$ cat config.mk
export PLATFORM = sky130hd
export DESIGN_NAME = audio_mixer_flat
export DESIGN_NICKNAME = d
export VERILOG_FILES = /design/src/rtl/audio_pkg.sv /design/src/rtl/audio_mixer_if.sv /design/src/rtl/audio_sat.sv /design/src/rtl/audio_mixer.sv /design/src/flat_wrapper.sv
export SDC_FILE = /design/constraint.sdc
export NUM_CORES = 1
export LEC_CHECK = 0
export CAP_MARGIN = 15
export CORE_ASPECT_RATIO = 0.7
export CORE_MARGIN = 4
export CORE_UTILIZATION = 47
export DETAILED_ROUTE_END_ITERATION = 8
export PLACE_DENSITY = 0.79
export REMOVE_ABC_BUFFERS = 1
export SLEW_MARGIN = 20
export SYNTH_ARGS = -nofsm -noshare
export SYNTH_HDL_FRONTEND = slang
export SYNTH_SLANG_ARGS = --single-unit
$ cat constraint.sdc
create_clock -name clk -period 6.6 [get_ports clk]
set_input_delay 1.32 -clock clk [delete_from_list [all_inputs] [get_ports clk]]
set_output_delay 1.32 -clock clk [all_outputs]
set_load 0.05 [all_outputs]
$ cat src/rtl/audio_pkg.sv
// Shared definitions for the audio datapath: mixer FSM encoding, mixer sizing helpers and
// signed saturation bounds reused by downstream audio blocks.
package audio_pkg;

    // Mixer FSM encoding, kept as plain constants for compatibility with older tools.
    typedef logic [1:0] mix_state_t;
    localparam mix_state_t StIdle   = 2'd0;
    localparam mix_state_t StAccum  = 2'd1;
    localparam mix_state_t StFinish = 2'd2;

    // Accumulator width that holds CHANNELS full-scale vol*gain products without wrapping.
    function automatic int unsigned acc_width(input int unsigned ch, input int unsigned vb,
                                              input int unsigned gb);
        return vb + gb + $clog2(ch);
    endfunction

    // DC midpoint of the accumulated sum (half of full scale, truncated).
    function automatic int unsigned mix_mid(input int unsigned ch, input int unsigned vb,
                                            input int unsigned gb);
        return (ch * ((32'd1 << vb) - 32'd1) * ((32'd1 << gb) - 32'd1)) / 32'd2;
    endfunction

    // Largest value representable in a w-bit two's complement word.
    function automatic longint sat_max(input int unsigned w);
        return (longint'(1) << (w - 1)) - longint'(1);
    endfunction

    // Smallest value representable in a w-bit two's complement word.
    function automatic longint sat_min(input int unsigned w);
        return -(longint'(1) << (w - 1));
    endfunction

endpackage

$ cat src/rtl/audio_mixer_if.sv
// Sample-side bus of the audio mixer: tick/volume/gain/mute in, mixed sample and status out.
interface audio_mixer_if #(
    parameter int unsigned WIDTH     = 12,
    parameter int unsigned CHANNELS  = 4,
    parameter int unsigned VOL_BITS  = 4,
    parameter int unsigned GAIN_BITS = 4
);
    logic                            tick;
    logic [CHANNELS*VOL_BITS-1:0]    chan_vol;
    logic [CHANNELS*GAIN_BITS-1:0]   chan_gain;
    logic                            mute;
    logic signed [WIDTH-1:0]         data;
    logic                            valid;
    logic                            busy;
    logic                            overrun;

    // Producer of ticks and channel settings; consumer of the mixed sample.
    modport master (
        output tick, chan_vol, chan_gain, mute,
        input  data, valid, busy, overrun
    );

    // The mixer itself.
    modport slave (
        input  tick, chan_vol, chan_gain, mute,
        output data, valid, busy, overrun
    );
endinterface

$ cat src/rtl/audio_sat.sv
// Combinational signed saturator: clamps an IN_W-bit two's complement value into OUT_W bits.
module audio_sat
    import audio_pkg::*;
#(
    parameter int unsigned IN_W  = 13,
    parameter int unsigned OUT_W = 12
) (
    input  logic signed [IN_W-1:0]  i_din,
    output logic signed [OUT_W-1:0] o_dout
);
    localparam logic signed [OUT_W-1:0] MAX_V = OUT_W'(sat_max(OUT_W));
    localparam logic signed [OUT_W-1:0] MIN_V = OUT_W'(sat_min(OUT_W));

    if (IN_W > OUT_W) begin : g_clamp
        localparam int unsigned HW = IN_W - OUT_W + 1;
        logic [HW-1:0] w_top;

        // Bits that must all equal the sign bit for the value to fit in OUT_W.
        assign w_top = i_din[IN_W-1:OUT_W-1];

        // Pass through when in range, otherwise clamp toward the sign of the input.
        always_comb begin
            o_dout = i_din[OUT_W-1:0];
            if (w_top != {HW{1'b0}} && w_top != {HW{1'b1}}) begin
                o_dout = i_din[IN_W-1] ? MIN_V : MAX_V;
            end
        end
    end else begin : g_extend
        // Narrower or equal input always fits; sign-extend.
        assign o_dout = OUT_W'(i_din);
    end
endmodule

$ cat src/rtl/audio_mixer.sv
// Sequential multiply-accumulate mixer: one channel per clock, DC removal, scaling and
// saturation to a signed WIDTH-bit sample held until the next mix.
module audio_mixer
    import audio_pkg::*;
#(
    parameter int unsigned WIDTH     = 12,
    parameter int unsigned CHANNELS  = 4,
    parameter int unsigned VOL_BITS  = 4,
    parameter int unsigned GAIN_BITS = 4,
    parameter int unsigned SHIFT     = 2
) (
    input logic         clk,
    input logic         reset_n,
    audio_mixer_if.slave bus
);
    localparam int unsigned AW  = acc_width(CHANNELS, VOL_BITS, GAIN_BITS);
    localparam int unsigned PW  = VOL_BITS + GAIN_BITS;
    // One extra bit so the DC-removed sum is signed without overflow.
    localparam int unsigned SW  = AW + 1;
    // Shift is done at full width so nothing wraps before saturation.
    localparam int unsigned TW  = SW + SHIFT;
    localparam int unsigned IW  = $clog2(CHANNELS);
    localparam int unsigned MID = mix_mid(CHANNELS, VOL_BITS, GAIN_BITS);
    localparam logic [IW-1:0] LAST_IDX = IW'(CHANNELS - 1);

    mix_state_t                     r_state;
    logic [CHANNELS*VOL_BITS-1:0]   r_vol;
    logic [CHANNELS*GAIN_BITS-1:0]  r_gain;
    logic                           r_mute;
    logic [AW-1:0]                  r_acc;
    logic [IW-1:0]                  r_idx;
    logic signed [WIDTH-1:0]        r_data;
    logic                           r_valid;
    logic                           r_busy;
    logic                           r_overrun;

    logic [VOL_BITS-1:0]            w_vol;
    logic [GAIN_BITS-1:0]           w_gain;
    logic [PW-1:0]                  w_prod;
    logic signed [SW-1:0]           w_s;
    logic signed [TW-1:0]           w_s_ext;
    logic signed [TW-1:0]           w_t;
    logic signed [WIDTH-1:0]        w_sat;

    // Select the snapshot volume and gain of the channel being accumulated.
    always_comb begin
        w_vol  = '0;
        w_gain = '0;
        for (int i = 0; i < int'(CHANNELS); i++) begin
            if (r_idx == IW'(i)) begin
                w_vol  = r_vol[i*VOL_BITS +: VOL_BITS];
                w_gain = r_gain[i*GAIN_BITS +: GAIN_BITS];
            end
        end
    end

    assign w_prod  = PW'(w_vol) * PW'(w_gain);
    assign w_s     = $signed({1'b0, r_acc}) - $signed(SW'(MID));
    assign w_s_ext = TW'(w_s);
    assign w_t     = w_s_ext <<< SHIFT;

    audio_sat #(
        .IN_W  (TW),
        .OUT_W (WIDTH)
    ) u_sat (
        .i_din  (w_t),
        .o_dout (w_sat)
    );

    // Mix FSM: snapshot on tick, accumulate one channel per edge, publish on the finish edge.
    always_ff @(posedge clk or negedge reset_n) begin
        if (!reset_n) begin
            r_state   <= StIdle;
            r_vol     <= '0;
            r_gain    <= '0;
            r_mute    <= 1'b0;
            r_acc     <= '0;
            r_idx     <= '0;
            r_data    <= '0;
            r_valid   <= 1'b0;
            r_busy    <= 1'b0;
            r_overrun <= 1'b0;
        end else begin
            r_valid   <= 1'b0;
            r_overrun <= 1'b0;
            case (r_state)
                StIdle: begin
                    if (bus.tick) begin
                        r_vol   <= bus.chan_vol;
                        r_gain  <= bus.chan_gain;
                        r_mute  <= bus.mute;
                        r_acc   <= '0;
                        r_idx   <= '0;
                        r_busy  <= 1'b1;
                        r_state <= StAccum;
                    end
                end
                StAccum: begin
                    // A tick here is dropped; flag it and keep mixing.
                    r_overrun <= bus.tick;
                    r_acc     <= r_acc + AW'(w_prod);
                    r_idx     <= r_idx + 1'b1;
                    if (r_idx == LAST_IDX) begin
                        r_state <= StFinish;
                    end
                end
                StFinish: begin
                    r_overrun <= bus.tick;
                    r_data    <= r_mute ? '0 : w_sat;
                    r_valid   <= 1'b1;
                    r_busy    <= 1'b0;
                    r_state   <= StIdle;
                end
                default: begin
                    r_busy  <= 1'b0;
                    r_state <= StIdle;
                end
            endcase
        end
    end

    assign bus.data    = r_data;
    assign bus.valid   = r_valid;
    assign bus.busy    = r_busy;
    assign bus.overrun = r_overrun;
endmodule

$ cat src/flat_wrapper.sv
// flat-port wrapper written by rule: the top's interface ports become plain ports
module audio_mixer_flat import audio_pkg::*;
#(
    parameter int unsigned WIDTH     = 12,
    parameter int unsigned CHANNELS  = 4,
    parameter int unsigned VOL_BITS  = 4,
    parameter int unsigned GAIN_BITS = 4,
    parameter int unsigned SHIFT     = 2
)
  (clk, reset_n, bus_tick, bus_chan_vol, bus_chan_gain, bus_mute, bus_data, bus_valid, bus_busy, bus_overrun);
  audio_mixer_if #(.WIDTH(WIDTH), .CHANNELS(CHANNELS), .VOL_BITS(VOL_BITS), .GAIN_BITS(GAIN_BITS)) bus_i ();
  input logic clk;
  input logic reset_n;
  input wire logic [$bits(bus_i.tick)-1:0] bus_tick;
  input wire logic [$bits(bus_i.chan_vol)-1:0] bus_chan_vol;
  input wire logic [$bits(bus_i.chan_gain)-1:0] bus_chan_gain;
  input wire logic [$bits(bus_i.mute)-1:0] bus_mute;
  output wire logic [$bits(bus_i.data)-1:0] bus_data;
  output wire logic [$bits(bus_i.valid)-1:0] bus_valid;
  output wire logic [$bits(bus_i.busy)-1:0] bus_busy;
  output wire logic [$bits(bus_i.overrun)-1:0] bus_overrun;
  assign bus_i.tick = bus_tick;
  assign bus_i.chan_vol = bus_chan_vol;
  assign bus_i.chan_gain = bus_chan_gain;
  assign bus_i.mute = bus_mute;
  assign bus_data = bus_i.data;
  assign bus_valid = bus_i.valid;
  assign bus_busy = bus_i.busy;
  assign bus_overrun = bus_i.overrun;
  audio_mixer #(.WIDTH(WIDTH), .CHANNELS(CHANNELS), .VOL_BITS(VOL_BITS), .GAIN_BITS(GAIN_BITS), .SHIFT(SHIFT)) u_core (.clk(clk), .reset_n(reset_n), .bus(bus_i));
endmodule
==> flow_summary.yaml <==
status:
  outcome: "complete, no violations"
clock_tree:
  cts_sinks: 61
  ctsRootBufferMaster: "clkbuf_8"
  cts_resized: 0
  cts_setup_buffers: 0
  clk_path_buf_depth: 2
  cts_tree: "built"
  clk_pin_slew_ns: 0.07
  clk_latency_ns: 0.34
  ctsHtreeMaxLevel: 3
  hold_buffers: 0
  cts_buffers: 9
sta:
  tightest_slew_ns: 0.744
  fmax_mhz: 201
  tns_ns: 0
  fin_crit_ns: 4.97
  period_share: 0.753
  finalMaxSlewViolations: 0
  setup_viol: 0
  fin_ws_ns: 1.63
  whs_ns: 0.499
  fin_skew_ns: 0.00798
  slew_headroom: 0.504
  rsz0062_at_grt: "false"
  hold_viol: 0
die:
  io_pins: 51
  dieHeight_um: 80.8
  start_util: 0.486
  num_rows: 26
  die-area_um2: 9050
  die_w_um: 112
  core_um2: 7320
logic_synthesis:
  synth_ff_type: "dfrtp_1"
  synthCells: 332
  ys_ff_latch: 61
  synth_most_common_cell: "dfrtp_1"
  avgSynthCellArea_um2: 10.7
  synth_top_area_frac: 0.429
  ys_async_sr_fraction: 1.00
  synthTopCellsByArea: "dfrtp_1 43%, mux2_2 10%, ha_1 9.5%"
  synth_edf_count: 0
  yosysTopAreaCell: "dfrtp_1"
  yosys-top-cells-count: "61 x dfrtp_1, 33 x mux2_2, 30 x inv_1, 27 x ha_1, 19 x a21oi_1"
  syn_area_um2: 3560
  synth.distinct_cells: 41
  seq_area_frac_synth: 0.429
  ys_warn_count: 0
cells_and_area:
  final_cells: 488
  n_antenna_cell: 0
  nNetsFinal: 457
  areaGrowthSynthToFinish_pct: 22.9
  drive_above_1_share: 0.156
  fillerInstances: 609
worst_setup_path:
  end_kind: "flop"
  path_cells: "inv_1 -> ha_1 -> nor2b_1 -> a221oi_1 -> nor3_1 -> a21oi_1 -> or2_2 -> fa_1 -> fa_1 -> fa_1 -> inv_1 -> ha_1 -> o21ai_0 -> nor3_1 -> nor3_1 -> xor2_1 -> o21ai_0"
  max_stage_delay_ns: 0.52
  reg2reg_slack_ns: 1.63
  ff2ff_path_depth: 17
  cp-endpoint: "u_core.r_acc[8]"
  worstSetupStartpointType: "flop"
  startpoint: "u_core.r_idx[1]"
  worst_ep_required_time_ns: 6.82
  crit_path_max_fanout: 16
  cpMaxStageDelayCell: "fa_1"
  worst_r2r_endpoint: "u_core.r_acc[8]"
  arrival_ns: 5.19
  r2r-start: "u_core.r_idx[1]"
  crit_type: "flop to flop"
global_routing:
  grt_pass1_vias: 2686
  grtUsageTotal: 0.178
  antenna_found_initial: 0
  grt_pass1_wl_um: 12600
  grt_max_degree: 62
  overflow: 0
placed_design:
  dp.cells: 472
  post-dp-hpwl_um: 5510
  gp_congestion: 0.930
  numPortBuffers: 50
  post-place-ws_ns: 1.69
routing:
  finalWirelength_um: 7320
  firstDrtPassIters: 4
  drt_iter0_drc: 129
  wire_per_inst_um: 15.0
  via_per_inst: 5.36
  routed-via-count: 2616
  drtAntennaViolNets: 0
  route.detailed.drc: 0
run:
  drv.max_cap_violation_count: 0
hold_path:
  hp-class: "flop to flop"
-- stage by stage --
step	area, µm²	util
after floorplan	3510	-
after global placement	4150	0.567
after detailed placement	4150	0.567
after CTS	4370	0.598
after global routing	4370	0.598
final	4370	0.598
-- worst min path at each step --
| stage | start | endpoint | slack [ns] | cells after the start |
|---|---|---|---|---|
| floorplan | u_core.r_gain[1] | u_core.r_gain[1] | 0.47 | 1 |
| global placement | u_core.bus.data[11] | u_core.bus.data[11] | 0.48 | 1 |
| detailed placement | u_core.bus.data[11] | u_core.bus.data[11] | 0.48 | 1 |
| CTS | u_core.bus.data[11] | u_core.bus.data[11] | 0.50 | 1 |
| global route | u_core.r_vol[1] | u_core.r_vol[1] | 0.51 | 1 |
| finish | u_core.bus.data[11] | u_core.bus.data[11] | 0.50 | 1 |
-- metal layers --
layer | global-route usage | wire length, µm
met2 | 0.285 | 3380
met3 | 0.0596 | 414
met4 | 0.0552 | 90
met5 | 0 | 0
met1 | 0.232 | 3430
-- final cells by class --
type	instances	area, µm²	area share
clock buffers	11	141	0.0323
clock inverters	5	82.6	0.0189
inverters	31	116	0.0266
multi-input cells	229	1870	0.427
flip-flops and latches	61	1530	0.349
well taps	98	123	0.0280
repair buffers	53	518	0.118
-- flip-flops by register name, indices dropped and copies added (netlist names) --
register	flops
u_core.bus.busy	1
u_core.bus.data	11
u_core.r_gain	16
u_core.r_vol	16
u_core.r_mute	1
u_core.r_idx	2
u_core.r_state	2
u_core.bus.valid	1
u_core.r_acc	10
u_core.bus.overrun	1
-- cells in the final DEF (no fill, tap or decap), types with 2 or more instances in the layout --
cell and instances:
nand3_1 4, nand2b_1 5, xnor2_1 4, clkdlybuf4s50_1 49, mux2_2 33, a21oi_1 19, a22o_1 12, a221oi_1 8
buf_4 3, nor3_1 12, xor2_1 4, a211oi_1 4, clkbuf_8 10, a21o_1 2, ha_1 27, nor2b_1 16
dfrtp_1 61, nor2_1 15, bufinv_16 2, o21bai_1 2, nand4_1 3, or2_2 3, nand2_1 15, nand3b_1 2
o21ai_0 17, fa_1 9, inv_1 30
-- logic make-up after synthesis --
family,after synthesis,synth area share
buffers and inverters,42,0.0467
AO/OA/AOI/OAI,72,0.139
multiplexers,33,0.104
XOR/XNOR,8,0.0197
flip-flops,61,0.429
AND/OR/NAND/NOR,80,0.116
adder cells (fa/ha/maj),36,0.146
-- critical path, delay by kind of cell (launching register included) --
family	cells	cell delay [ns]
AO/OA/AOI/OAI	4	1.09
XOR/XNOR	1	0.17
adder cells (fa/ha/maj)	5	2.30
buffers and inverters	2	0.14
flip-flops	1	0.41
AND/OR/NAND/NOR	5	0.74
Power is not shown: default switching activity piles up to over one toggle a cycle in this logic, so the estimate is an artifact.
